File: src/rtl/fifo_pkg.sv
// rtl/fifo_pkg.sv - shared pointer helpers and flag constants for the async FIFO read/write sides
package fifo_pkg;

  // Helpers work on up to 32-bit pointers; callers zero-extend and pass the real width.
  localparam int ptr_max_w = 32;

  typedef logic empty_flag_t;
  localparam empty_flag_t empty_rst = 1'b1;

  function automatic logic [ptr_max_w-1:0] width_mask(input int width);
    logic [ptr_max_w-1:0] m;
    m = '0;
    for (int i = 0; i < ptr_max_w; i++)
      if (i < width) m[i] = 1'b1;
    return m;
  endfunction

  function automatic logic [ptr_max_w-1:0] bin2gray(input logic [ptr_max_w-1:0] b, input int width);
    logic [ptr_max_w-1:0] bm;
    bm = b & width_mask(width);
    return bm ^ (bm >> 1);
  endfunction

  function automatic logic [ptr_max_w-1:0] gray2bin(input logic [ptr_max_w-1:0] g, input int width);
    logic [ptr_max_w-1:0] gm;
    logic [ptr_max_w-1:0] b;
    gm = g & width_mask(width);
    b  = '0;
    for (int i = 0; i < ptr_max_w; i++)
      b[i] = ^(gm >> i);
    return b;
  endfunction

endpackage

File: src/rtl/fifo_sync2.sv
// rtl/fifo_sync2.sv - two-flop synchroniser for a Gray pointer crossing clock domains
module fifo_sync2 #(
  parameter int W = 8
) (
  input  logic         clk,
  input  logic         rst_n,
  input  logic [W-1:0] d,
  output logic [W-1:0] q
);

  logic [W-1:0] stage1;

  always_ff @(posedge clk or negedge rst_n) begin
    if (!rst_n) begin
      stage1 <= '0;
      q      <= '0;
    end else begin
      stage1 <= d;
      q      <= stage1;
    end
  end

endmodule

File: src/rtl/fifo_read_empty.sv
// rtl/fifo_read_empty.sv - read pointer, RAM read address and registered empty flag
// Optional almost-empty output enabled by defining FIFO_READ_AEMPTY_EN.
module fifo_read_empty
  import fifo_pkg::*;
#(
  parameter int size = 8
`ifdef FIFO_READ_AEMPTY_EN
  , parameter int AEMPTY_THR = 2
`endif
) (
  input  logic            clk,
  input  logic            rst_n,
  input  logic            rinc,
  input  logic [size-1:0] wptr,
  output logic [size-2:0] radr,
  output logic [size-1:0] rptr,
  output logic            rempty,
  output logic [size-1:0] rq2_wptr
`ifdef FIFO_READ_AEMPTY_EN
  , output logic          raempty
`endif
);

  logic [size-1:0] rbin;
  logic [size-1:0] rbin_next;
  logic [size-1:0] rgray_next;

  fifo_sync2 #(.W(size)) u_sync (
    .clk   (clk),
    .rst_n (rst_n),
    .d     (wptr),
    .q     (rq2_wptr)
  );

  // A read while empty is dropped here, so the pointer can never pass the write pointer.
  assign rbin_next  = rbin + {{(size-1){1'b0}}, rinc & ~rempty};
  assign rgray_next = rbin_next ^ (rbin_next >> 1);
  assign radr       = rbin[size-2:0];

  always_ff @(posedge clk or negedge rst_n) begin
    if (!rst_n) begin
      rbin   <= '0;
      rptr   <= '0;
      rempty <= empty_rst;
    end else begin
      rbin   <= rbin_next;
      rptr   <= rgray_next;
      rempty <= (rgray_next == rq2_wptr);
    end
  end

`ifdef FIFO_READ_AEMPTY_EN
  localparam logic [ptr_max_w-1:0] cnt_mask = width_mask(size);

  logic [ptr_max_w-1:0] wbin_sync;
  logic [ptr_max_w-1:0] rcount;

  // Occupancy seen from the read side, modulo the pointer range.
  assign wbin_sync = gray2bin(ptr_max_w'(rq2_wptr), size);
  assign rcount    = (wbin_sync - ptr_max_w'(rbin_next)) & cnt_mask;

  always_ff @(posedge clk or negedge rst_n) begin
    if (!rst_n) raempty <= empty_rst;
    else        raempty <= (rcount <= ptr_max_w'(AEMPTY_THR));
  end
`endif

endmodule
File: config.mk
export PLATFORM = sky130hd
export DESIGN_NAME = fifo_read_empty
export DESIGN_NICKNAME = d
export VERILOG_FILES = /design/src/rtl/fifo_pkg.sv /design/src/rtl/fifo_sync2.sv /design/src/rtl/fifo_read_empty.sv
export SDC_FILE = /design/constraint.sdc
export NUM_CORES = 1
export LEC_CHECK = 0
export ABC_AREA = 1
export CORE_MARGIN = 5
export CORE_UTILIZATION = 35
export DETAILED_ROUTE_END_ITERATION = 7
export GPL_TIMING_DRIVEN = 0
export PLACE_DENSITY = 0.66
export SKIP_LAST_GASP = 1
export SLEW_MARGIN = 15
export SYNTH_ARGS = -nofsm -noshare
export SYNTH_HDL_FRONTEND = slang
export SYNTH_SLANG_ARGS = --single-unit
File: constraint.sdc
create_clock -name clk -period 1.65 [get_ports clk]
set_input_delay 0.33 -clock clk [delete_from_list [all_inputs] [get_ports clk]]
set_output_delay 0.33 -clock clk [all_outputs]
set_load 0.02 [all_outputs]
Word-level counts from Yosys, hierarchy flattened
Index checks and enable logic that the tools add are counted.
{"block": "totals", "ff_bits": 33, "in_bits": 11, "out_inout_bits": 24, "word_cells": 10}
{"block": "op_classes", "n_addsub": 1, "eq_ne": 1, "bitwise_logic": 3}
{"cell": "adder 8 x 1 -> 8 bit", "n": 1}
{"cell": "equality test 8 bit", "n": 1}
{"cell": "XOR 8 x 7 -> 8 bit", "n": 1}
{"cell": "bitwise AND 1 bit", "n": 1}
{"cell": "NOT 1 bit", "n": 1}

Depth between registers and ports, before layout
Gate-level depths: netlist (run 1).
{"block": "depth", "word_depth": 5, "ltp_mapped": 16, "ltp_nobuf": 16}

Cells and area by module
From an unflattened synthesis (run 1), not the netlist that was laid out.
{"block": "hier_totals", "hier_cells": 159, "hier_area_um2": 1393.8}
{"module": "fifo_read_empty", "n_inst": 1, "cells_per_inst": 143, "area_each_um2": 993.5, "seq_area_each_um2": 401.6}
{"module": "fifo_sync2", "n_inst": 1, "cells_per_inst": 16, "area_each_um2": 400.4, "seq_area_each_um2": 400.4}

Least setup slack after synthesis (run 1)
Ideal clock, no wire load.
{"block": "synth_timing", "path_kind": "flip-flop to flip-flop", "start": "register rempty", "end": "register rempty", "setup_ns": 0.067, "t_arrival_ns": 1.642, "required_ns": 1.583, "slack_ns": -0.059, "path_stages_with_launch": 12, "n_path_buf": 0, "period_less_slack_ns": 1.709, "cell_sequence": "dfstp_2 -> nor2_1 -> ha_1 -> nand2_2 -> nor2_4 -> nor2_1 -> nand2_1 -> nand2_1 -> nor2_1 -> nor2_1 -> nand3_1 -> nor2_1"}
{"block": "synth_between", "elab_chain_cells": 5}
{"item": "from (decl)", "line": "fifo_read_empty.sv:17", "rtl": "output logic rempty,"}
{"item": "from (signal assigned)", "line": "fifo_read_empty.sv:44", "rtl": "rempty <= empty_rst;"}
{"item": "from (signal assigned)", "line": "fifo_read_empty.sv:48", "rtl": "rempty <= (rgray_next == rq2_wptr);"}
{"item": "NOT 1 bit", "line": "fifo_read_empty.sv:36", "rtl": "assign rbin_next = rbin + {{(size-1){1'b0}}, rinc & ~rempty};"}
{"item": "bitwise AND 1 bit", "line": "fifo_read_empty.sv:36"}
{"item": "adder 8 x 1 -> 8 bit", "line": "fifo_read_empty.sv:36"}
{"item": "named net rbin_next[3]", "line": "fifo_read_empty.sv:25", "rtl": "logic [size-1:0] rbin_next;"}
{"item": "XOR 8 x 7 -> 8 bit", "line": "fifo_read_empty.sv:37", "rtl": "assign rgray_next = rbin_next ^ (rbin_next >> 1);"}
{"item": "equality test 8 bit", "line": "fifo_read_empty.sv:48"}
The timed path passes the listed nets, and every way through them passes these cells.

Worst setup path after layout (run 1)
Ends and elaborated chain as after synthesis.

==> qor.csv, run 1 <==
stage,metric,value,unit
run_status,run_status,finished with violations,
run_status,violations,negative setup slack,
final_layout,fin_util,54.61,%
clock_network,clk_latency,0.28,ns
synth,synthCells,155,
clock_network,root_buffer,clkbuf_8,
power,p_leak,1.055,nW
synth,yosys-top-cells-area,"dfrtp_1 57%, nand2_1 17%, nand3_1 6.3%",
drt,ant_nets,0,
final_layout,final_cell_mix,"46 x nand2_1, 30 x dfrtp_1, 21 x inv_1, 21 x clkdlybuf4s50_1, 16 x nand2_2",
drt,drt-pass1-iter-count,4,
drt,drtIter0Drc,41,
drt,vias,1156,
die,num_rows,22,
synth,synthesis.nets,168,
global_route,grt_max_degree,33,
synth,synthMuxAreaShare,0,%
global_route,grt_pass1_wl,5106,um
synth,ys_seq_area_share,59.41,%
timing,fin_ws,-0.05794,ns
power,pwr-share-comb,51.2,%
setup_path,path_depth,12,
final_layout,antenna_cells,0,
clock_network,cts_tree,yes,
setup_path,path_delay_family,simple AND/OR/NAND/NOR gates,
die,dieArea,0.005199,sq mm
setup_path,cp.arrival,1.93,ns
die,die_h,72.11,um
drt,finalWirelength,3058,um
placed_design,dpl_cell_area,0.001758,sq mm
power,p_sw,1.557,mW
setup_path,reg2reg_depth,12,
drt,drc,0,
global_route,first_global_vias,1173,
synth,ys_types,13,
power,p_seq_share,31.6,%
clock_network,cts_buffer_depth,2,
clock_network,clk_pin_slew,0.06,ns
placed_design,routabilityCongestion,0.7512,
synth,ys_warn_count,0,
power,powerDensity,1836,mW/mm^2
die,die_x,72.11,um
timing,worst_pin_slew,0.6781,ns
synth,synth-simple-area-share,31.23,%
final_layout,syn_to_final_growth,49.21,%
setup_path,startpoint_type,register,
run,drv_cap,0,
synth,synth_top_family_by_area,simple AND/OR/NAND/NOR gates,
setup_path,path_cells,nor2_4 > ha_4 > nand2_4 > nor2_4 > buf_4 > nor2_4 > nand2_1 > nand3_1 > nand2_1 > nor2_1 > nand3_1 > nor2_1,
placed_design,place_worst_setup_slack,-0.5571,ns
timing,period_needed,1.708,ns
synth,synth_top_area_share,57.46,%
timing,clock.fmax,0.5855,GHz
setup_path,cp-end-kind,register,
final_layout,layout-drive-gt1-share,24.51,%
setup_path,path_buf_inv,1,
final_layout,layout.nets,217,
synth,synth-seq-cells,32,
final_layout,fillers,314,
power,clock_power_share,17.2,%
setup_path,critPathKind,reg2reg,
power,p_int,2.141,mW
setup_path,crit_slowest_cell,dfstp_2,
die,io_pins,35,
final_layout,layout_commonest_cell,nand2_1,
synth,avgSynthCellArea,8.710,sq um
timing,drv_slew,0,
timing,max_slew_margin,54.80,%
timing,fin_hold_ws,0.08457,ns
clock_network,h-tree-depth,2,
clock_network,cts_sinks,32,
clock_network,cts-buffers-inserted,5,
hold_path,hold_class,in2async,
setup_path,crit_fanout,5,
setup_path,r2r_start,rempty$_DFF_PN1_,
setup_path,required,1.87,ns
setup_path,critPathMaxStageDelay,0.57,ns
setup_path,crit_top_cell,nor2_4,
clock_network,hold_buffers,0,
synth,synth-compound-area-share,1.112,%
synth,synthXorXnorAreaFrac,0,%
timing,setup_viol,1,
power,ir_drop,0.9441,mV
timing,period_share,103.5,%
drt,via_per_inst,4.587,
placed_design,post-dp-hpwl,2050,um
timing,hold_viol_final,0,
timing,finalClockSkew,0.004951,ns
global_route,gr-usage-all-layers,12.88,%
synth,yosys.area_share.adder,1.854,%
setup_path,critPathLaunch,rempty$_DFF_PN1_,
power,finalPower,3.698,mW
timing,rsz0062_at_grt,true,
power,p_sw_share,42.10,%
synth,synth_top_area_cell,dfrtp_1,
drt,wl_per_cell,12.13,um
die,core_area,0.003689,sq mm
global_route,antenna_found_initial,0,
final_layout,fin_area,0.002014,sq mm
synth,netlist_area,0.001350,sq mm
die,initial_core_util,36.60,%
placed_design,port_buffers,34,
global_route,grt_overflow,0,
-- per-stage QoR --
step	TNS (ns)	cells
final	-0.05794	252
after global routing	-0.1974	252
after CTS	-0.1241	248
after detailed placement	-2.204	237
after global placement	-11.48	237
after floorplan	0	155
-- state kept, by name (all words and copies together), names as in the netlist --
| register | count |
|---|---|
| rempty | 1 |
| u_sync.q | 8 |
| rptr | 7 |
| u_sync.stage1 | 8 |
| rbin | 8 |
-- routing by layer --
metal  wire, um  global-route usage, %
met1       1179                  13.66
met2       1572                  22.65
met3        228                  4.294
met4         78                  6.472
met5          0                      0
-- worst reg2reg max path: cells and delay by family, from the launching register on --
family                   cells  cell delay, ns
adder cells (fa/ha/maj)      1            0.17
buffers and inverters        1            0.14
flip-flops                   1            0.57
AND/OR/NAND/NOR             10            0.78
-- kinds of logic after synthesis --
logic type               count (synthesis)
AO/OA/AOI/OAI                            3
adder cells (fa/ha/maj)                  2
buffers and inverters                   23
flip-flops                              32
AND/OR/NAND/NOR                         95
-- area by class of cell --
type	count	area, sq um	share of cell area [%]
repair buffers	42	399.1	19.81
flip-flops and latches	32	803.3	39.88
well taps	48	60.06	2.981
inverters	23	86.33	4.286
clock buffers	7	96.34	4.783
multi-input cells	100	569.3	28.26
-- cell usage after synthesis, drive strengths merged --
library cell / number
nand2: 65
dfrtp: 31
inv: 23
nand3: 17
nor2: 10
nand3b: 3
o21ai: 3
ha: 2
dfstp: 1
-- power by group through the flow --
stage	clock network (mW)	registers [mW]	logic, mW
after floorplan	0	1.36	0.772
after global placement	0	1.15	1.54
after global routing	0.686	1.19	2.07
after CTS	0.656	1.16	1.71
final	0.637	1.17	1.89
after detailed placement	0	1.15	1.57
-- repair_timing --
action / in CTS / in global routing
resized for setup: 24 / 14
endpoints found under the setup margin: 9 / 8
buffers inserted: 4 / 4
pin swaps: 16 / 11
hold endpoints to repair: 0 / 0
-- path summary, 6_finish.rpt --
kind,slack [ns],endpoint
worst max-delay path,-0.06,rempty$_DFF_PN1_
worst min-delay path,0.08,rptr[5]$_DFF_PN0_
worst max register to register,-0.06,rempty$_DFF_PN1_
worst min register to register,0.34,u_sync.q[1]$_DFF_PN0_
max in group asynchronous,1.08,rbin[1]$_DFF_PN0_
min in group clk,0.34,u_sync.q[1]$_DFF_PN0_
Power figures use the tool's default switching activity.
==> run 2: changes to the inputs <==
--- a/config.mk
+++ b/config.mk
@@ -10,7 +10,7 @@
 export CORE_UTILIZATION = 35
 export DETAILED_ROUTE_END_ITERATION = 7
 export GPL_TIMING_DRIVEN = 0
-export PLACE_DENSITY = 0.66
+export PLACE_DENSITY = 0.64
 export SKIP_LAST_GASP = 1
 export SLEW_MARGIN = 15
 export SYNTH_ARGS = -nofsm -noshare
==> constraint.sdc (replaced) <==
create_clock -name clk -period 2 [get_ports clk]
set_input_delay 0.4 -clock clk [delete_from_list [all_inputs] [get_ports clk]]
set_output_delay 0.4 -clock clk [all_outputs]
set_load 0.02 [all_outputs]
==> run 2 against run 1 <==
The run now ends clean. Power shrank 21%. Sequential share of layout area grew 1.6 points. Sequential power fell by 19%. Routed wire length shrank 6.9%. Highest routed layer unchanged. Core utilization is 2.1 points lower. Combinational power fell by 26%. Final area down 3.9%. Die area unchanged. Global-route usage shrank 1.1 points.
==> qor.csv, run 2 (synthesis gave the netlist of run 1 again) <==
stage,metric,value,unit,change
run_status,run_status,"complete, no violations",,
global_route,grt_overflow,0,,unchanged
drt,drc,0,,unchanged
clock_network,clk_latency,0.28,ns,about the same
setup_path,critPathKind,reg2out,,
timing,rsz0062_at_grt,false,,
setup_path,critPathMaxStageDelay,0.69,ns,+0.12 ns
die,die_h,72.11,um,unchanged
clock_network,clk_pin_slew,0.06,ns,about the same
die,io_pins,35,,unchanged
clock_network,cts-buffers-inserted,5,,unchanged
timing,max_slew_margin,56.59,%,+1.8 points
placed_design,place_inst,237,,unchanged
global_route,antenna_found_initial,0,,unchanged
run,drv_cap,0,,unchanged
setup_path,rrSetupSlack,0.17,ns,+0.23 ns
timing,hold_viol_final,0,,unchanged
drt,wl_per_cell,11.52,um,-5.0%
timing,drv_slew,0,,unchanged
clock_network,root_buffer,clkbuf_8,,
global_route,grt_pass1_wl,4616,um,-9.6%
die,dieArea,0.005199,sq mm,unchanged
setup_path,path_cells,clkdlybuf4s50_1,,
power,ir_drop,0.6611,mV,-30%
die,die_x,72.11,um,unchanged
hold_path,hold_class,in2async,,
die,num_rows,22,,unchanged
die,initial_core_util,36.60,%,unchanged
setup_path,path_delay_family,buffers and inverters,,
timing,worst_pin_slew,0.6512,ns,-0.02691 ns
clock_network,cts_sinks,32,,unchanged
drt,via_per_inst,4.372,,-4.7%
global_route,first_global_vias,1091,,-7.0%
setup_path,startpoint_type,register,,
global_route,grt_max_degree,33,,unchanged
clock_network,h-tree-depth,2,,unchanged
placed_design,routabilityCongestion,0.7831,,+4.2%
placed_design,port_buffers,34,,unchanged
setup_path,cp.arrival,1.47,ns,-0.46 ns
final_layout,syn_to_final_growth,43.37,%,
final_layout,antenna_cells,0,,unchanged
setup_path,crit_fanout,7,,+2
power,p_leak,0.9641,nW,-8.6%
timing,period_share,93.63,%,
drt,drtIter0Drc,40,,-2.4%
final_layout,fin_util,52.48,%,-2.1 points
clock_network,cts_tree,yes,,
timing,setup_viol,0,,-1
setup_path,crit_slowest_cell,clkdlybuf4s50_1,,
timing,period_needed,1.873,ns,
drt,vias,1080,,-6.6%
final_layout,largestRegisters,"rbin: 8 flops, u_sync.q: 8 flops, u_sync.stage1: 8 flops",,
global_route,gr-usage-all-layers,11.76,%,-1.1 points
final_layout,final_cell_mix,"50 x nand2_1, 32 x clkdlybuf4s50_1, 31 x dfrtp_1, 21 x inv_1, 14 x nand3_1",,
timing,finalClockSkew,0.005251,ns,+0.0002998 ns
drt,finalWirelength,2846,um,-6.9%
final_layout,stdcell_count,247,,-2.0%
setup_path,path_buf_inv,1,,unchanged
timing,clock.fmax,0.5340,GHz,
final_layout,layout.nets,211,,-2.8%
final_layout,fillers,331,,+5.4%
final_layout,layout_commonest_cell,nand2_1,,
drt,drt-pass1-iter-count,4,,unchanged
setup_path,cp-end-kind,output port,,
setup_path,required,1.60,ns,-0.27 ns
power,powerDensity,1512,mW/mm^2,-18%
power,finalPower,2.927,mW,-21%
drt,ant_nets,0,,unchanged
placed_design,post-dp-hpwl,2109,um,+2.9%
final_layout,layout-drive-gt1-share,18.59,%,-5.9 points
clock_network,cts_buffer_depth,2,,unchanged
die,core_area,0.003689,sq mm,unchanged
## run 2: cell count changes in the layout (fill, tap and decap cells not counted), sizes merged
cell	delta
buf	-6
bufinv	+1
clkinv	+1
clkdlybuf4s50	+11
dlygate4sd2	-7
clkbuf	-1
dlymetal6s2s	-4
## run 2: power breakdown
part	internal [mW]	switching [mW]
Sequential	0.808	0.142
Combinational	0.551	0.842
Clock	0.369	0.215
## run 2: path summary, 6_finish.rpt
kind,cells after the start,endpoint,start
setup / recovery,1,radr[1],rbin[1]$_DFF_PN0_
setup reg to reg,16,rempty$_DFF_PN1_,rempty$_DFF_PN1_
max in group asynchronous,1,rbin[6]$_DFF_PN0_,rst_n
hold / removal,1,rptr[0]$_DFF_PN0_,rst_n
min in group clk,0,u_sync.q[5]$_DFF_PN0_,u_sync.stage1[5]$_DFF_PN0_
hold reg to reg,0,u_sync.q[5]$_DFF_PN0_,u_sync.stage1[5]$_DFF_PN0_
## run 2: layer usage
metal | track usage, % | wire [um]
met2 | 19.82 | 1478
met1 | 11.87 | 1132
met5 | 0 | 0
met4 | 7.307 | 80
met3 | 5.125 | 155
## run 2: final cells by class
type | count | area [sq um] | share of cell area [%]
clock buffers | 6 | 72.57 | 3.749
clock inverters | 2 | 35.03 | 1.810
inverters | 23 | 86.33 | 4.460
multi-input cells | 100 | 526.8 | 27.21
flip-flops and latches | 32 | 802.0 | 41.43
well taps | 48 | 60.06 | 3.103
repair buffers | 36 | 352.8 | 18.23
## run 2: timing repair
| action | CTS | global route |
|---|---|---|
| endpoints found under the setup margin | 1 | 1 |
| resized for setup | 6 | 18 |
| cloned | 0 | 0 |
| buffers inserted | 1 | 1 |
| pin swaps | 2 | 10 |
| hold buffers | 0 | 0 |
## run 2: stage by stage
stage | hold WS (ns) | cell area [sq um] | setup WS [ns] | TNS [ns]
after global routing | 0.1939 | 1936 | 0.006646 | 0
final | 0.1467 | 1936 | 0.1275 | 0
after global placement | 0.3334 | 1750 | -0.3262 | -0.4813
after CTS | 0.1630 | 1873 | 0.04386 | 0
after floorplan | 0.1044 | 1350 | 0.2912 | 0
after detailed placement | 0.3347 | 1745 | -0.3761 | -0.6587
==> run 3: changes to the inputs <==
--- a/config.mk
+++ b/config.mk
@@ -6,11 +6,12 @@
 export NUM_CORES = 1
 export LEC_CHECK = 0
 export ABC_AREA = 1
+export CAP_MARGIN = 20
 export CORE_MARGIN = 5
-export CORE_UTILIZATION = 35
+export CORE_UTILIZATION = 51
 export DETAILED_ROUTE_END_ITERATION = 7
 export GPL_TIMING_DRIVEN = 0
-export PLACE_DENSITY = 0.64
+export PLACE_DENSITY = 0.86
 export SKIP_LAST_GASP = 1
 export SLEW_MARGIN = 15
 export SYNTH_ARGS = -nofsm -noshare
==> run 3 against run 2 <==
Clock skew up 0.0082 ns. Final cell count down 6.9%. Count of clock-buffer cells in the layout up 2. Critical path type unchanged. Largest power group unchanged. Highest routed layer unchanged.
==> qor.csv, run 3 (synthesis gave the netlist of run 1 again) <==
stage,metric,value,unit,change
run_status,run_status,"complete, no violations",,
setup_path,crit_fanout,7,,unchanged
clock_network,h-tree-depth,2,,unchanged
global_route,grt_max_degree,33,,unchanged
clock_network,cts-buffers-inserted,5,,unchanged
clock_network,clk_latency,0.33,ns,+0.05 ns
drt,drc,0,,unchanged
setup_path,path_delay_family,buffers and inverters,,
setup_path,r2r_start,rempty$_DFF_PN1_,,
placed_design,post-dp-hpwl,2167,um,+2.7%
placed_design,port_buffers,34,,unchanged
timing,clock.fmax,0.5201,GHz,-2.6%
setup_path,critPathKind,reg2out,,
final_layout,stdcell_count,230,,-6.9%
global_route,first_global_vias,1182,,+8.3%
timing,worst_pin_slew,0.7062,ns,+0.05509 ns
clock_network,root_buffer,clkbuf_4,,
die,initial_core_util,54.00,%,+17 points
die,die_h,61.45,um,-15%
setup_path,critPathLaunch,rbin[1]$_DFF_PN0_,,
placed_design,place_worst_setup_slack,-0.3284,ns,+0.04762 ns
clock_network,cts_sinks,32,,unchanged
global_route,grt_pass1_wl,5099,um,+10%
die,num_rows,18,,-18%
final_layout,layout.nets,212,,+0.47%
power,p_leak,0.9590,nW,-0.52%
setup_path,required,1.60,ns,about the same
final_layout,final_cell_mix,"43 x nand2_1, 32 x clkdlybuf4s50_1, 31 x dfrtp_1, 21 x inv_1, 16 x nand2_2",,
setup_path,startpoint_type,register,,
clock_network,cts_buffer_depth,2,,unchanged
setup_path,path_cells,clkdlybuf4s50_1,,
die,core_area,0.002500,sq mm,-32%
hold_path,hold_class,in2async,,
power,ir_drop,1.077,mV,+63%
final_layout,antenna_cells,0,,unchanged
die,dieArea,0.003776,sq mm,-27%
timing,max_slew_margin,52.92,%,-3.7 points
power,finalPower,2.858,mW,-2.4%
timing,period_needed,1.923,ns,+0.05013 ns
timing,period_share,96.13,%,+2.5 points
clock_network,cts_tree,yes,,
timing,rsz0062_at_grt,false,,
setup_path,crit_slowest_cell,clkdlybuf4s50_1,,
power,powerDensity,1484,mW/mm^2,-1.9%
clock_network,clk_pin_slew,0.10,ns,+0.04 ns
drt,wl_per_cell,13.64,um,+18%
final_layout,layout-drive-gt1-share,24.50,%,+5.9 points
run,drv_cap,0,,unchanged
die,io_pins,35,,unchanged
setup_path,path_buf_inv,1,,unchanged
placed_design,place_inst,219,,-7.6%
timing,finalClockSkew,0.01350,ns,+0.008248 ns
global_route,grt_overflow,0,,unchanged
final_layout,layout_commonest_cell,nand2_1,,
drt,via_per_inst,4.991,,+14%
global_route,gr-usage-all-layers,19.16,%,+7.4 points
final_layout,fin_util,77.03,%,+25 points
drt,ant_nets,0,,unchanged
drt,vias,1148,,+6.3%
placed_design,routabilityCongestion,0.7890,,+0.75%
final_layout,syn_to_final_growth,42.63,%,
final_layout,largestRegisters,"rbin: 8 flops, u_sync.q: 8 flops, u_sync.stage1: 8 flops",,
timing,fin_ws,0.07733,ns,-0.05013 ns
setup_path,critPathMaxStageDelay,0.67,ns,-0.02 ns
setup_path,cp-end-kind,output port,,
timing,setup_viol,0,,unchanged
timing,fin_hold_ws,0.1043,ns,-0.04241 ns
global_route,antenna_found_initial,0,,unchanged
die,die_x,61.45,um,-15%
drt,drtIter0Drc,48,,+20%
drt,drt-pass1-iter-count,4,,unchanged
timing,drv_slew,0,,unchanged
timing,hold_viol_final,0,,unchanged
setup_path,cp.arrival,1.52,ns,+0.05 ns
drt,finalWirelength,3138,um,+10%
run 3: layout make-up:
type,count,area (sq um)
Fill cell,153,574.3
Clock buffer,8,58.81
Tap cell,30,37.54
Timing Repair Buffer,37,360.3
Sequential cell,32,802.0
Multi-Input combinational cell,100,580.6
Inverter,23,86.33
run 3: metrics by stage:
step                TNS [ns]  cell area (sq um)
global placement     -0.3824               1728
floorplan                  0               1350
detailed placement   -0.6186               1723
CTS                        0               1782
finish                     0               1926
global route               0               1926
run 3: path summary, 6_finish.rpt:
kind | end | cells after the start | slack, ns
min in group clk | u_sync.q[0]$_DFF_PN0_ | 0 | 0.35
hold / removal | u_sync.q[0]$_DFF_PN0_ | 1 | 0.10
setup reg to reg | rempty$_DFF_PN1_ | 12 | 0.20
max in group asynchronous | rptr[6]$_DFF_PN0_ | 1 | 1.43
setup / recovery | radr[1] | 1 | 0.08
hold reg to reg | u_sync.q[0]$_DFF_PN0_ | 0 | 0.35
run 3: repair_timing:
action	CTS	global route
pin swaps	0	19
hold buffers	0	0
setup buffers	0	3
endpoints found under the setup margin	1	1
gates resized for setup	1	37
run 3: where the power goes:
part	total (mW)	switching (mW)	internal [mW]
combinational	1.53	0.929	0.601
clock	0.376	0.203	0.173
sequential	0.952	0.146	0.806
total	2.86	1.28	1.58
run 3: layer usage:
layer,global-route usage (%),wire [um]
met4,8.788,70
met5,0,0
met1,20.38,1210
met3,7.547,163
met2,33.38,1693
